$ cat config.mk
export PLATFORM = sky130hd
export DESIGN_NAME = ldst_mem_arbiter
export DESIGN_NICKNAME = d
export VERILOG_FILES = /design/src/rtl/ldst_mem_arbiter.sv
export SDC_FILE = /design/constraint.sdc
export NUM_CORES = 1
export LEC_CHECK = 0
export ABC_AREA = 1
export BUFFER_PORTS_ARGS = -buffer_cell sky130_fd_sc_hd__buf_2
export CORE_AREA = 2 2 160 162
export CTS_CLUSTER_SIZE = 10
export DETAILED_ROUTE_END_ITERATION = 10
export DIE_AREA = 0 0 162 164
export SLEW_MARGIN = 20
export SYNTH_ARGS = -nofsm -noshare
export SYNTH_HDL_FRONTEND = slang
export SYNTH_SLANG_ARGS = --single-unit
$ cat constraint.sdc
create_clock -name clk -period 1.9 [get_ports clk]
set_input_delay 0.38 -clock clk [delete_from_list [all_inputs] [get_ports clk]]
set_output_delay 0.38 -clock clk [all_outputs]
set_load 0.05 [all_outputs]
$ cat src/rtl/ldst_mem_arbiter.sv
// ldst_mem_arbiter: round-robin arbiter that shares one memory port between LDST pipes.
// Grants stay locked for a whole segment burst; load responses are steered back by ID.
module ldst_mem_arbiter #(
    parameter int NUM_REQ   = 4,
    parameter int REQ_LOG   = 2,
    parameter int ADDR_W    = 32,
    parameter int DATA_W    = 32,
    parameter int MAX_OUTST = 4
) (
    input  logic                      clk,
    input  logic                      reset,
    input  logic [NUM_REQ-1:0]        req_valid_i,
    output logic [NUM_REQ-1:0]        req_ready_o,
    input  logic [NUM_REQ-1:0]        req_load_i,
    input  logic [NUM_REQ-1:0]        req_last_i,
    input  logic [NUM_REQ*ADDR_W-1:0] req_addr_i,
    input  logic [NUM_REQ*DATA_W-1:0] req_data_i,
    output logic                      mem_valid_o,
    input  logic                      mem_ready_i,
    output logic                      mem_load_o,
    output logic [ADDR_W-1:0]         mem_addr_o,
    output logic [DATA_W-1:0]         mem_data_o,
    output logic [REQ_LOG-1:0]        mem_id_o,
    input  logic                      mem_rvalid_i,
    input  logic [REQ_LOG-1:0]        mem_rid_i,
    input  logic [DATA_W-1:0]         mem_rdata_i,
    output logic [NUM_REQ-1:0]        resp_valid_o,
    output logic [DATA_W-1:0]         resp_data_o,
    output logic                      busy_o,
    output logic                      err_o
);
    localparam logic IDLE  = 1'b0;
    localparam logic BURST = 1'b1;
    localparam logic [NUM_REQ-1:0] ONE = NUM_REQ'(1);

    logic                state_q, state_d;
    logic [REQ_LOG-1:0]  rr_q, rr_d;
    logic [REQ_LOG-1:0]  grant_q, grant_d;
    logic [3:0]          outst_q, outst_d;
    logic                err_q, err_d;
    logic [NUM_REQ-1:0]  resp_valid_q, resp_valid_d;
    logic [DATA_W-1:0]   resp_data_q, resp_data_d;
    logic [REQ_LOG-1:0]  pick, idx;
    logic                found, credit, hs, inc, dec;

    // First valid pipe at or above rr_q, wrapping modulo NUM_REQ.
    always_comb begin
        pick  = rr_q;
        idx   = '0;
        found = 1'b0;
        for (int i = 0; i < NUM_REQ; i++) begin
            idx = rr_q + REQ_LOG'(i);
            if (!found && req_valid_i[idx]) begin
                found = 1'b1;
                pick  = idx;
            end
        end
    end

    assign credit      = outst_q < 4'(MAX_OUTST);
    assign mem_valid_o = (state_q == BURST) && req_valid_i[grant_q] && (!req_load_i[grant_q] || credit);
    assign hs          = mem_valid_o && mem_ready_i;
    assign req_ready_o = hs ? ONE << grant_q : '0;
    assign mem_load_o  = req_load_i[grant_q];
    assign mem_addr_o  = req_addr_i[grant_q*ADDR_W +: ADDR_W];
    assign mem_data_o  = req_data_i[grant_q*DATA_W +: DATA_W];
    assign mem_id_o    = grant_q;
    assign inc         = hs && req_load_i[grant_q];
    assign dec         = mem_rvalid_i;

    always_comb begin
        state_d = state_q;
        grant_d = grant_q;
        rr_d    = rr_q;
        if (state_q == IDLE) begin
            if (|req_valid_i) begin
                grant_d = pick;
                state_d = BURST;
            end
        end else if (hs && req_last_i[grant_q]) begin
            rr_d    = grant_q + REQ_LOG'(1);
            state_d = IDLE;
        end
    end

    // A response with nothing outstanding is flagged but never underflows the counter.
    assign outst_d      = (inc && !dec) ? outst_q + 4'd1 :
                          (!inc && dec && outst_q != 4'd0) ? outst_q - 4'd1 : outst_q;
    assign err_d        = err_q | (dec && outst_q == 4'd0);
    assign resp_valid_d = mem_rvalid_i ? ONE << mem_rid_i : '0;
    assign resp_data_d  = mem_rvalid_i ? mem_rdata_i : resp_data_q;

    always_ff @(posedge clk) begin
        if (!reset) begin
            state_q      <= IDLE;
            rr_q         <= '0;
            grant_q      <= '0;
            outst_q      <= '0;
            err_q        <= 1'b0;
            resp_valid_q <= '0;
            resp_data_q  <= '0;
        end else begin
            state_q      <= state_d;
            rr_q         <= rr_d;
            grant_q      <= grant_d;
            outst_q      <= outst_d;
            err_q        <= err_d;
            resp_valid_q <= resp_valid_d;
            resp_data_q  <= resp_data_d;
        end
    end

    assign resp_valid_o = resp_valid_q;
    assign resp_data_o  = resp_data_q;
    assign busy_o       = (state_q != IDLE) || (outst_q != 4'd0);
    assign err_o        = err_q;
endmodule
==> flow_metrics.py, run 1 <==
metrics = {
    "status": {
        "outcome": "complete, but fails checks",
        "violations": "negative setup slack",
    },
    "pwr": {
        "switching_share_pct": 50.1,
        "combPwrFrac_pct": 74.3,
        "vdd_ir_drop_max_uv": 617,
        "seqPwrFrac_pct": 14.5,
        "p_int_w": 0.00400,
        "pwr-share-clk_pct": 11.2,
        "p_sw_w": 0.00402,
        "powerDensity_mw_per_mm2": 884,
        "p_leak_nw": 4.21,
    },
    "timing": {
        "worst_pin_slew_ns": 0.526,
        "tns_ns": -7.40,
        "worst_slew_margin_rel_pct": 64.6,
        "fmax_mhz": 478,
        "worst_slack_ns": -0.194,
        "rsz0062_at_grt": "true",
        "setup_viol": 72,
        "period_needed_ns": 2.09,
        "fin_crit_sh_pct": 110,
        "clock_skew_ns": 0.00440,
        "final-max-slew-violation-count": 0,
        "hold_viol": 0,
    },
    "global_routing": {
        "grt_pass1_vias": 6613,
        "grt_max_degree": 36,
        "grt_pass1_wl_um": 35100,
        "gr-total-overflow": 0,
        "grt_util_all_layers_pct": 16.8,
        "antenna_found_initial": 3,
    },
    "clocking": {
        "cts_buffers": 5,
        "clk_path_buf_depth": 2,
        "cts_root_buffer": "clkbuf_16",
        "hold_buffers": 0,
        "tritoncts": "built",
        "clk_latency_ns": 0.29,
        "clkTransAtPathRegs_ns": 0.07,
        "htreeDepth": 2,
        "cts_sinks": 46,
    },
    "detailed_routing": {
        "wl_um": 24300,
        "wl_per_cell_um": 16.6,
        "ant_nets": 0,
        "viasPerCell": 4.54,
        "route.vias.total": 6661,
        "firstDrtPassIters": 4,
        "drtIter0Drc": 228,
        "drc": 0,
    },
    "cells_and_area": {
        "fillers": 2625,
        "postLayoutCoreUtil_pct": 36.5,
        "drive_gt1_share_pct": 59.0,
        "syn_to_final_growth_pct": 136,
        "final_common_cell": "buf_2",
        "final_cell_mix": "buf_2, nor2_1, o21ai_1",
        "final_net_count": 1448,
        "stdcell_area_mm2": 0.00907,
        "final_cells": 1468,
    },
    "critical_path": {
        "required_ns": 2.09,
        "crit_type": "reg2reg",
        "cp-start-kind": "flip-flop",
        "setup.worst_path.end_class": "flip-flop",
        "cp.arrival_ns": 2.28,
        "path_max_fanout": 4,
    },
    "placement": {
        "post-dp-hpwl_um": 18500,
        "port-buffer-count": 415,
        "post-place-ws_ns": -0.240,
        "routabilityCongestion": 0.896,
        "dp.cells": 1438,
        "post_dp_cell_area_mm2": 0.00788,
    },
    "synthesis": {
        "synthCells": 667,
        "synth_top_cell_by_area": "dfxtp_1",
        "yosysTopAreaCellShare_pct": 23.9,
        "synth_flop_cell": "dfxtp_1",
        "synth_edf_count": 0,
        "synth-seq-area-share_pct": 23.9,
        "ys_types": 33,
        "syn_area_per_cell_um2": 5.77,
        "syn-num-nets": 980,
        "synthTopCellsByArea": "dfxtp_1, o21ai_0, nor2_1",
        "synth-seq-cells": 46,
        "netlist_area_mm2": 0.00385,
        "async_flop_share_pct": 0,
        "yosysWarnings": 0,
    },
    "die": {
        "pin_count": 416,
        "rows": 58,
        "fp.dieW_um": 162,
        "die_y_um": 164,
        "start_util_pct": 15.5,
        "core_mm2": 0.0248,
        "dieArea_mm2": 0.0266,
    },
    "min_path": {
        "hp-class": "in2reg",
    },
    "job": {
        "drv_cap": 0,
    },
}
[layer usage]
layer	GRT usage [%]	share of wire, %	up-vias
met5	0	0.054	-
met4	4.79	2.4	2
met3	3.51	6.9	35
met2	32.2	52	283
met1	18.6	39	3121
li1	-	-	3220
[final cells by class]
| type | instances | area, um2 | share of cell area, % |
|---|---|---|---|
| Clock buffer | 5 | 125 | 1.38 |
| Tap cell | 330 | 413 | 4.55 |
| Clock inverter | 3 | 21.3 | 0.235 |
| Multi-Input combinational cell | 541 | 3730 | 41.1 |
| Inverter | 24 | 114 | 1.26 |
| Timing Repair Buffer | 517 | 3730 | 41.2 |
| Antenna cell | 2 | 5.00 | 0.0552 |
| Sequential cell | 46 | 928 | 10.2 |
[synth_stat cells (all sizes together), types with 2 or more instances]
cell	count
o21ai	177
nor3	3
inv	22
a21oi	4
clkbuf	47
dfxtp	46
nand3	14
o22ai	64
nand2	48
nor2	215
nor4	2
buf	9
ha	6
clkinv	2
[through the flow]
stage	power [W]	hold WS (ns)
6_report	0.00802	0.268
5_1_grt	0.00842	0.272
4_1_cts	0.00780	0.258
3_5_place_dp	0.00615	0.457
3_3_place_gp	0.00612	0.445
2_1_floorplan	0.00450	0.452
[flip-flops by register name, indices dropped and copies added, names as in the netlist]
signal and flops:
err_o 1, state_q 1, rr_q 2, mem_id_o 2
outst_q 4, resp_data_o 32, resp_valid_o 4
[path summary, 6_finish.rpt]
| check | start | end | slack [ns] | cells after the start |
|---|---|---|---|---|
| max reg2reg | mem_id_o[0] | outst_q[3] | -0.19 | 16 |
| min reg2reg | err_o | err_o | 0.46 | 2 |
| max | mem_id_o[0] | outst_q[3] | -0.19 | 16 |
| min | mem_rid_i[0] | resp_valid_o[2] | 0.27 | 2 |
[power by group through the flow]
| stage | Combinational (W) | Sequential, W | Clock, W |
|---|---|---|---|
| 2_1_floorplan | 0.00312 | 0.00138 | 0 |
| 3_3_place_gp | 0.00495 | 0.00117 | 0 |
| 3_5_place_dp | 0.00498 | 0.00117 | 0 |
| 4_1_cts | 0.00573 | 0.00116 | 0.000909 |
| 5_1_grt | 0.00630 | 0.00118 | 0.000945 |
| 6_report | 0.00596 | 0.00117 | 0.000894 |
[critical path: stages, from the launching register on]
cell,delay (ns)
dfxtp_4,0.38
buf_6,0.14
nand2_4,0.05
nand3_2,0.08
nand2_2,0.08
nand2_2,0.06
nor2_4,0.17
nand4_4,0.15
ha_4,0.27
nand2_2,0.07
nand2_2,0.06
a31oi_4,0.17
inv_1,0.07
nand2_2,0.09
nand3_2,0.06
nand2_1,0.06
nor2_1,0.04
[cell families (layout without fill, tap and decap cells)]
group | after synthesis | after routing | synth area share [%]
flops | 46 | 46 | 23.9
buf+inv | 80 | 549 | 8.58
fa+ha+maj | 7 | 7 | 2.47
xor+xnor | 2 | 2 | 0.650
other cells | 0 | 2 | 0
compound gates | 248 | 248 | 34.8
simple gates | 284 | 284 | 29.6
[what timing repair did]
action | in CTS | in global routing
gates resized for setup | 259 | 64
pin swaps | 14 | 13
setup buffers | 8 | 5
endpoints found under the setup margin | 72 | 75
gates cloned | 4 | 4
endpoints found under the hold margin | 0 | 0
(Power assumes the default switching activity.)
==> run 2, diff against run 1 <==
--- a/config.mk
+++ b/config.mk
@@ -5,12 +5,11 @@
 export SDC_FILE = /design/constraint.sdc
 export NUM_CORES = 1
 export LEC_CHECK = 0
-export ABC_AREA = 1
 export BUFFER_PORTS_ARGS = -buffer_cell sky130_fd_sc_hd__buf_2
-export CORE_AREA = 2 2 160 162
+export CORE_AREA = 2 2 164 166
 export CTS_CLUSTER_SIZE = 10
 export DETAILED_ROUTE_END_ITERATION = 10
-export DIE_AREA = 0 0 162 164
+export DIE_AREA = 0 0 166 168
 export SLEW_MARGIN = 20
 export SYNTH_ARGS = -nofsm -noshare
 export SYNTH_HDL_FRONTEND = slang
==> run 2 against run 1 <==
Against the previous run:
- the flow still finishes with violations (negative setup slack)
- register-to-register slack lost 0.36 ns
- sequential cell count unchanged
- global-route usage decreased by 3.7 points
- fmax is 15% lower
- first-iteration DRC count decreased by 22%
- die area up 5.0%
- sequential power is essentially flat
- sequential share of layout area rose by 2.2 points
- design area fell by 17%
- via count fell by 31%
- synthesized cell count is 56% lower
- clock-buffer cell count is 1 higher
- largest cell class unchanged
==> flow_metrics.py, run 2 <==
metrics = {
    "placement": {
        "post-dp-hpwl_um": 16400,
        "routabilityCongestion": 0.804,
        "port-buffer-count": 415,
        "post_dp_cell_area_mm2": 0.00632,
        "post-place-ws_ns": -0.597,
    },
    "die": {
        "die_y_um": 168,
        "core_mm2": 0.0264,
        "dieArea_mm2": 0.0279,
        "pin_count": 416,
        "fp.dieW_um": 166,
        "rows": 60,
        "start_util_pct": 14.0,
    },
    "status": {
        "violations": "negative setup slack",
        "outcome": "complete, but fails checks",
    },
    "synthesis": {
        "synthCells": 295,
        "synth_top_cell_by_area": "mux4_2",
        "yosysWarnings": 0,
        "synth_flop_cell": "dfxtp_1",
        "netlist_area_mm2": 0.00369,
        "yosysTopAreaCellShare_pct": 40.9,
        "syn_area_per_cell_um2": 12.5,
        "syn-num-nets": 608,
        "synth-seq-cells": 46,
        "synth_edf_count": 0,
        "synth-seq-area-share_pct": 25.0,
        "async_flop_share_pct": 0,
        "synthTopCellsByArea": "mux4_2, dfxtp_1, mux2i_1",
        "synthTopCellsByCount": "mux4_2, dfxtp_1, mux2i_1",
        "yosysMostFrequentCell": "mux4_2",
        "ys_types": 35,
    },
    "critical_path": {
        "cp-start-kind": "flip-flop",
        "path_max_fanout": 3,
        "max_stage_delay_ns": 0.52,
        "cpLargestDelayFamily": "simple AND/OR/NAND/NOR gates",
        "crit_type": "reg2reg",
        "crit_chain": "clkinv_4 -> mux4_2 -> nor4_4 -> nand2_2 -> buf_4 -> fa_2 -> and3_1 -> o31a_1",
        "critPathBufInv": 2,
        "setup.worst_path.end_class": "flip-flop",
        "cp.arrival_ns": 2.64,
        "crit_path_top_delay_cell": "mux4_2",
        "required_ns": 2.08,
    },
    "timing": {
        "period_needed_ns": 2.45,
        "worst_pin_slew_ns": 0.629,
        "worst_slack_ns": -0.553,
        "rsz0062_at_grt": "true",
        "worst_slew_margin_rel_pct": 58.1,
        "clock_skew_ns": 0.00612,
        "fmax_mhz": 408,
        "hold_viol": 0,
        "setup_viol": 73,
        "fin_crit_sh_pct": 129,
        "final-max-slew-violation-count": 0,
    },
    "job": {
        "drv_cap": 0,
    },
    "clocking": {
        "hold_buffers": 0,
        "clkTransAtPathRegs_ns": 0.07,
        "clk_latency_ns": 0.29,
        "tritoncts": "built",
        "cts_root_buffer": "clkbuf_16",
        "htreeDepth": 2,
        "cts_sinks": 46,
        "clk_path_buf_depth": 2,
        "cts_buffers": 5,
    },
    "detailed_routing": {
        "drtIter0Drc": 178,
        "route.vias.total": 4569,
        "wl_per_cell_um": 18.8,
        "wl_um": 20400,
        "firstDrtPassIters": 4,
        "viasPerCell": 4.20,
        "drc": 0,
        "ant_nets": 0,
    },
    "global_routing": {
        "grt_pass1_vias": 4650,
        "grt_max_degree": 43,
        "grt_util_all_layers_pct": 13.1,
        "grt_pass1_wl_um": 27900,
        "gr-total-overflow": 0,
        "antenna_found_initial": 10,
    },
    "min_path": {
        "hp-class": "in2reg",
    },
    "pwr": {
        "p_int_w": 0.00317,
        "seqPwrFrac_pct": 21.2,
        "p_leak_nw": 3.53,
        "pwr-share-clk_pct": 18.2,
        "combPwrFrac_pct": 60.5,
        "switching_share_pct": 42.0,
        "p_sw_w": 0.00229,
        "vdd_ir_drop_max_uv": 573,
        "powerDensity_mw_per_mm2": 729,
    },
    "cells_and_area": {
        "final_net_count": 1052,
        "final_common_cell": "buf_2",
        "final_cell_mix": "buf_2, mux4_2, buf_6",
        "syn_to_final_growth_pct": 103,
        "postLayoutCoreUtil_pct": 28.4,
        "stdcell_area_mm2": 0.00749,
        "largest_reg_flops": 32,
        "drive_gt1_share_pct": 75.7,
    },
}
run 2: changes by cell type after synthesis, moves of 42 or more:
cell,change
mux2i_1,+42
o21ai_0,-163
nor2_1,-206
mux4_2,+67
o22ai_1,-64
run 2: final cells by class:
class                           count  area [um2]
Fill cell                        2792       18900
Timing Repair Buffer              463        3210
Multi-Input combinational cell    219        2710
Sequential cell                    46         932
Tap cell                          341         427
Clock buffer                        6         150
Inverter                            4        20.0
Antenna cell                        8        20.0
Clock inverter                      2        17.5
run 2: kinds of logic after synthesis:
kind of cell / count (synthesis) / synth area share [%]
flops: 46 / 25.0
compound gates: 20 / 3.39
xor+xnor: 1 / 0.238
mux: 109 / 52.3
buf+inv: 30 / 3.63
fa+ha+maj: 7 / 2.58
simple gates: 82 / 12.9
run 2: worst register-to-register path: cells and delay by family, from the launching register on:
kind | cells | cell delay (ns)
compound gates | 1 | 0.26
fa+ha+maj | 1 | 0.45
buf+inv | 2 | 0.21
flops | 1 | 0.36
mux | 1 | 0.52
simple gates | 3 | 0.56
run 2: worst paths after layout:
path / startpoint / endpoint / slack, ns / depth (start not counted)
worst max-delay path: mem_id_o[0] / outst_q[1] / -0.55 / 8
worst min-delay path: mem_rid_i[0] / resp_valid_o[0] / 0.30 / 2
worst max register to register: mem_id_o[0] / outst_q[1] / -0.55 / 8
worst min register to register: err_o / err_o / 0.49 / 1
run 2: what timing repair did:
item,CTS,global route
pin swaps,4,9
gates cloned,6,3
buffers inserted,11,9
endpoints found under the setup margin,77,76
resized for setup,131,95
run 2: through the flow:
| stage | TNS, ns | total power (W) | hold WS (ns) | std cells |
|---|---|---|---|---|
| 3_3_place_gp | -12.77 | 0.00386 | 0.449 | 1050 |
| 4_1_cts | -23.66 | 0.00527 | 0.282 | 1074 |
| 5_1_grt | -24.55 | 0.00572 | 0.302 | 1087 |
| 3_5_place_dp | -13.44 | 0.00389 | 0.474 | 1050 |
| 2_1_floorplan | -15.75 | 0.00301 | 0.456 | 295 |
| 6_report | -20.81 | 0.00546 | 0.300 | 1089 |
run 2: layer usage:
metal	GRT usage (%)	routed length [um]
met4	4.39	412
met3	4.25	1630
met2	23.1	10600
met1	15.1	7800
met5	0	13
run 2: power by group through the flow:
stage | clock network (W) | registers [W] | logic, W
after floorplan | 0 | 0.00135 | 0.00166
after global placement | 0 | 0.00116 | 0.00270
after detailed placement | 0 | 0.00116 | 0.00273
after CTS | 0.00104 | 0.00115 | 0.00308
after global routing | 0.00107 | 0.00117 | 0.00348
final | 0.000996 | 0.00116 | 0.00330
